## src/rtl/seq_multiplier_pkg.sv

```systemverilog
// -----------------------------------------------------------------------------
// seq_multiplier_pkg
// Shared definitions for the sequential shift-add multiplier.
//   mul_state_t : FSM state encoding (IDLE / RUN / FIX)
//   MUL_CNT_W   : width of the bit counter used during RUN
//   MUL_WIDTH   : the only operand width the datapath supports
// -----------------------------------------------------------------------------
package seq_multiplier_pkg;

   typedef enum logic [1:0] {
      MUL_IDLE = 2'd0,
      MUL_RUN  = 2'd1,
      MUL_FIX  = 2'd2
   } mul_state_t;

   localparam int MUL_CNT_W = 5;
   localparam int MUL_WIDTH = 32;

endpackage

```

## src/rtl/seq_multiplier_adder_32bit.sv

```systemverilog
// -----------------------------------------------------------------------------
// adder_32bit
// Plain 32-bit ripple/behavioural adder used for the accumulate step.
//   a, b : addends
//   cin  : carry in
//   sum  : a + b + cin, low 32 bits
//   cout : carry out of bit 31
// -----------------------------------------------------------------------------
module adder_32bit (
   input  logic [31:0] a,
   input  logic [31:0] b,
   input  logic        cin,
   output logic [31:0] sum,
   output logic        cout
);

   assign {cout, sum} = {1'b0, a} + {1'b0, b} + {32'b0, cin};

endmodule

```

## src/rtl/seq_multiplier.sv

```systemverilog
// -----------------------------------------------------------------------------
// seq_multiplier
// Multi-cycle shift-add multiplier for MULT / MULTU. One addition per cycle
// through adder_32bit; the 64-bit product lands in {hi,lo}.
//   clk       : rising-edge clock
//   rst       : synchronous active-high reset (abandons any operation)
//   start     : request, sampled only while busy=0
//   is_signed : 1 = MULT (two's complement), 0 = MULTU; sampled with start
//   op_a      : multiplicand, sampled with start
//   op_b      : multiplier, sampled with start
//   busy      : high in RUN and FIX
//   done      : one-cycle pulse; hi/lo valid in that cycle
//   hi, lo    : product[63:32] / product[31:0], held until the next FIX
//
// Handshake: a request is accepted on any edge where start=1 and busy=0
// (including the done cycle). While busy=1, start and operands are ignored.
// done pulses for exactly one cycle, the first IDLE cycle after FIX.
// -----------------------------------------------------------------------------
module seq_multiplier
   import seq_multiplier_pkg::*;
#(
   parameter int WIDTH     = MUL_WIDTH,  // only 32 works with adder_32bit
   parameter bit SIGNED_EN = 1'b1
) (
   input  logic             clk,
   input  logic             rst,
   input  logic             start,
   input  logic             is_signed,
   input  logic [WIDTH-1:0] op_a,
   input  logic [WIDTH-1:0] op_b,
   output logic             busy,
   output logic             done,
   output logic [WIDTH-1:0] hi,
   output logic [WIDTH-1:0] lo
);

   mul_state_t             state;
   logic [MUL_CNT_W-1:0]   count;
   logic                   neg;
   logic [WIDTH-1:0]       mcand;
   logic [WIDTH-1:0]       acc_hi;
   logic [WIDTH-1:0]       acc_lo;

   logic                   signed_op;
   logic [WIDTH-1:0]       a_mag;
   logic [WIDTH-1:0]       b_mag;
   logic [WIDTH-1:0]       add_b;
   logic [WIDTH-1:0]       sum;
   logic                   cout;
   logic [2*WIDTH-1:0]     acc_full;

   assign signed_op = SIGNED_EN & is_signed;

   // Magnitudes: -2^31 negates to itself, which read as unsigned is the
   // correct magnitude 0x8000_0000.
   assign a_mag = (signed_op && op_a[WIDTH-1]) ? (~op_a + WIDTH'(1)) : op_a;
   assign b_mag = (signed_op && op_b[WIDTH-1]) ? (~op_b + WIDTH'(1)) : op_b;

   assign add_b    = acc_lo[0] ? mcand : '0;
   assign acc_full = {acc_hi, acc_lo};

   adder_32bit u_adder (
      .a    (acc_hi),
      .b    (add_b),
      .cin  (1'b0),
      .sum  (sum),
      .cout (cout)
   );

   assign busy = (state == MUL_RUN) || (state == MUL_FIX);

   always_ff @(posedge clk) begin
      if (rst) begin
         state  <= MUL_IDLE;
         count  <= '0;
         neg    <= 1'b0;
         mcand  <= '0;
         acc_hi <= '0;
         acc_lo <= '0;
         done   <= 1'b0;
         hi     <= '0;
         lo     <= '0;
      end else begin
         done <= 1'b0;
         case (state)
            MUL_IDLE: begin
               if (start) begin
                  neg    <= signed_op & (op_a[WIDTH-1] ^ op_b[WIDTH-1]);
                  mcand  <= a_mag;
                  acc_hi <= '0;
                  acc_lo <= b_mag;
                  count  <= '0;
                  state  <= MUL_RUN;
               end
            end
            MUL_RUN: begin
               // Carry out becomes the new top bit as the pair shifts right.
               {acc_hi, acc_lo} <= {cout, sum, acc_lo[WIDTH-1:1]};
               count <= count + MUL_CNT_W'(1);
               if (count == MUL_CNT_W'(WIDTH-1)) begin
                  state <= MUL_FIX;
               end
            end
            MUL_FIX: begin
               {hi, lo} <= neg ? (~acc_full + (2*WIDTH)'(1)) : acc_full;
               done     <= 1'b1;
               state    <= MUL_IDLE;
            end
            default: begin
               state <= MUL_IDLE;
            end
         endcase
      end
   end

endmodule

```

## config.mk

```make
export PLATFORM = sky130hd
export DESIGN_NAME = seq_multiplier
export DESIGN_NICKNAME = d
export VERILOG_FILES = /design/src/rtl/seq_multiplier_pkg.sv /design/src/rtl/seq_multiplier_adder_32bit.sv /design/src/rtl/seq_multiplier.sv
export SDC_FILE = /design/constraint.sdc
export NUM_CORES = 1
export LEC_CHECK = 0
export ABC_AREA = 1
export CAP_MARGIN = 10
export CORE_UTILIZATION = 25
export DETAILED_ROUTE_END_ITERATION = 10
export PLACE_DENSITY = 0.41
export SLEW_MARGIN = 20
export SYNTH_ARGS = -nofsm -noshare
export SYNTH_HDL_FRONTEND = slang
export SYNTH_HIERARCHICAL = 1
export SYNTH_SLANG_ARGS = --single-unit
export TNS_END_PERCENT = 10
```

## constraint.sdc

```tcl
create_clock -name clk -period 2.8 [get_ports clk]
set_clock_uncertainty 0.1 [all_clocks]
set_input_delay 0.7 -clock clk [delete_from_list [all_inputs] [get_ports clk]]
set_output_delay 0.7 -clock clk [all_outputs]
set_load 0.005 [all_outputs]
```

==> results of run 1 <==
## state kept, by name (all words and copies together) (netlist names)
register  count
mcand        32
acc_hi       32
neg           1
done          1
count         5
lo           32
hi           32
state         2
acc_lo       32
## Yosys cell counts (all sizes together), types with 3 or more instances
cell type  instances
a21oi            162
a31oi              4
buf               17
clkbuf            62
clkinv             3
dfxtp            169
ha                39
inv              341
nand2            712
nand3            217
nand3b             4
nand4             24
nor2             334
nor3              18
o211ai            11
o21ai            112
o221ai            16
xnor2              4
xor2              52
## final cells by class
class | instances | area (sq um) | area share
Multi-Input combinational cell | 1725 | 8230 | 0.512
Sequential cell | 169 | 3380 | 0.211
Timing Repair Buffer | 176 | 1750 | 0.109
Inverter | 344 | 1290 | 0.0803
Tap cell | 680 | 851 | 0.0529
Clock buffer | 17 | 425 | 0.0265
Clock inverter | 15 | 148 | 0.00919
Antenna cell | 1 | 2.50 | 0.000156
## kinds of logic after synthesis
logic type | share of synthesized area
XOR/XNOR | 0.0372
flip-flops | 0.256
AO/OA/AOI/OAI | 0.127
buffers and inverters | 0.122
other | 0.000284
AND/OR/NAND/NOR | 0.417
adder cells (fa/ha/maj) | 0.0400
## power by group through the flow
| stage | clock, uW | combinational (uW) | sequential [uW] |
|---|---|---|---|
| 3_5_place_dp | 0 | 2910 | 2950 |
| 3_3_place_gp | 0 | 2910 | 2950 |
| 4_1_cts | 2500 | 2930 | 2890 |
| 5_1_grt | 2580 | 3270 | 2930 |
| 2_1_floorplan | 0 | 1780 | 2870 |
| 6_report | 2410 | 2900 | 2890 |
## final timing paths
kind | start | endpoint | cells after the start | slack, ps
max | acc_hi[0] | acc_hi[19] | 13 | 220
min | count[4] | count[4] | 2 | 370
max reg2reg | acc_hi[0] | acc_hi[19] | 13 | 220
min reg2reg | count[4] | count[4] | 2 | 370
## routing by layer
metal | GRT usage | wire length, um | share of wire
met4 | 0.0495 | 824 | 0.016
met3 | 0.0346 | 2200 | 0.042
met2 | 0.334 | 24300 | 0.47
met5 | 0 | 0 | 0
met1 | 0.265 | 24900 | 0.48
## repair_timing
| action | in CTS | in global routing |
|---|---|---|
| gates resized for setup | 0 | 3 |
| hold buffers | 0 | 0 |
| hold endpoints to repair | 0 | 0 |
| endpoints found under the setup margin | 0 | 6 |
## through the flow
stage	utilization	hold slack [ps]
final	0.311	372
after CTS	0.311	371
after global routing	0.311	390
after floorplan	-	345
after global placement	0.299	350
after detailed placement	0.299	358
## worst max-delay path, stage by stage, from the launching register on
cell and delay [ps]:
dfxtp_1 410, fa_1 530, fa_1 420, nand3_1 120, nand3_2 90, nand2_1 90
nand2_2 90, nand2_1 80, nand2_2 90, nand2_1 130, nand3_1 80, nand2_1 70
nand3_1 70, a21oi_1 160
==> flow_metrics.tcl, run 1 <==
set metrics [dict create \
    min_period_over_period 0.923 \
    ys_dominant_reg_cell "dfxtp_1" \
    initial_standard_cell_utilization_of_the_core 0.255 \
    share_clk_of_total_power 0.294 \
    design_power_total_uw 8200 \
    post-synth-top-area-fraction 0.256 \
    vdd_drop_max_v 0.000510 \
    global_route.overflow_total 0 \
    crit_arrival_ps 2910 \
    p_comb_frac 0.354 \
    setup_total_negative_slack_ps 0 \
    synth_cells 2317 \
    syn_avg_cell_area_sq_um 5.70 \
    start_kind "register" \
    critical_path_class "reg2reg" \
    max_freq_ghz 0.387 \
    grt_max_degree 118 \
    tritoncts "yes" \
    final_net_count 2542 \
    hp-class "reg2reg" \
    syn_area_sq_um 13200 \
    worst_skew_pair.late_latency_ps 500 \
    drt_first_pass_iters 7 \
    setup_repair_bufs_after_cts 0 \
    ys_types 43 \
    grt_use_total 0.200 \
    finalHoldViolCount 0 \
    required_ps 3130 \
    synth_warnings 6 \
    vias_in_the_first_global_route 14083 \
    placed_cells_incl_taps 3094 \
    swShare 0.404 \
    cts_buffer_depth 2 \
    stdcell_area_sq_um 16100 \
    root_buffer "clkbuf_16" \
    areaGrowthSynthToFinish_pct 21.8 \
    gpl.final_weighted_congestion 0.910 \
    design.portCount 134 \
    drv_slew 0 \
    wire_per_inst_um 16.7 \
    core_area_sq_um 51700 \
    synthArstFlopShare 0 \
    n_fill_cell 5909 \
    chipWidth_um 232 \
    detailroute.via_count 14517 \
    dp_slack_ps 63.2 \
    most_used_cells_in_the_layout_excluding_fill_and_tap_cells "695 x nand2_1, 336 x inv_1, 319 x nor2_1" \
    synth.top_cells.by_area "dfxtp_1 26%, nand2_1 20%, inv_1 9.6%" \
    maxCapViolCount 0 \
    grt_antenna_before_repair 0 \
    pwr_density_cell_nw_per_um2 510 \
    maximum_fanout_along_the_worst_path 5 \
    synth.yosys.seq_area_share 0.256 \
    timing_worst_slew_pin_value_ps 869 \
    drc 0 \
    power_leakage_uw 0.00802 \
    layout-drive-gt1-share 0.0544 \
    power.internal_uw 4890 \
    fin_ws_ps 217 \
    detailed_place_hpwl_um 41800 \
    grt_first_pass_wirelength_um 81800 \
    cts.sinks 169 \
    clkTransAtPathRegs_ps 80 \
    synth_largest_area_cell "dfxtp_1" \
    drt_iter0_drc 914 \
    fp.dieArea_sq_um 53700 \
    synth-edff-count 0 \
    fin_cells 3127 \
    port_buf_inserts 133 \
    outcome "finished clean" \
    place_area_sq_um 15500 \
    final_period_minus_worst_setup_slack_ps 2580 \
    remaining_max_slew_budget_at_the_tightest_pin 0.421 \
    setup_violations 0 \
    h_tree_level_count 4 \
    synth_seq_cells 169 \
    die_y_um 232 \
    detail_routed_via_count_per_cell 4.64 \
    pwr-share-seq 0.352 \
    tritoncts.num_buffers 17 \
    floorplan.rows 83 \
    totalWireLength_um 52300 \
    final_common_cell "nand2_1" \
    timing.critical_path.to_type "register" \
    grt_setup_unrepaired "false" \
    syn_nets 2426 \
    p_switching_uw 3310 \
    postRouteAntennaNets 0 \
]
(Power assumes the default switching activity.)
==> run 2: changes to the inputs <==
--- a/config.mk
+++ b/config.mk
@@ -9,6 +9,7 @@
 export CAP_MARGIN = 10
 export CORE_UTILIZATION = 25
 export DETAILED_ROUTE_END_ITERATION = 10
+export HOLD_SLACK_MARGIN = 0.06
 export PLACE_DENSITY = 0.41
 export SLEW_MARGIN = 20
 export SYNTH_ARGS = -nofsm -noshare
==> results of run 2 <==
The final DEF is identical to that of run 1; final timing and power are the same.
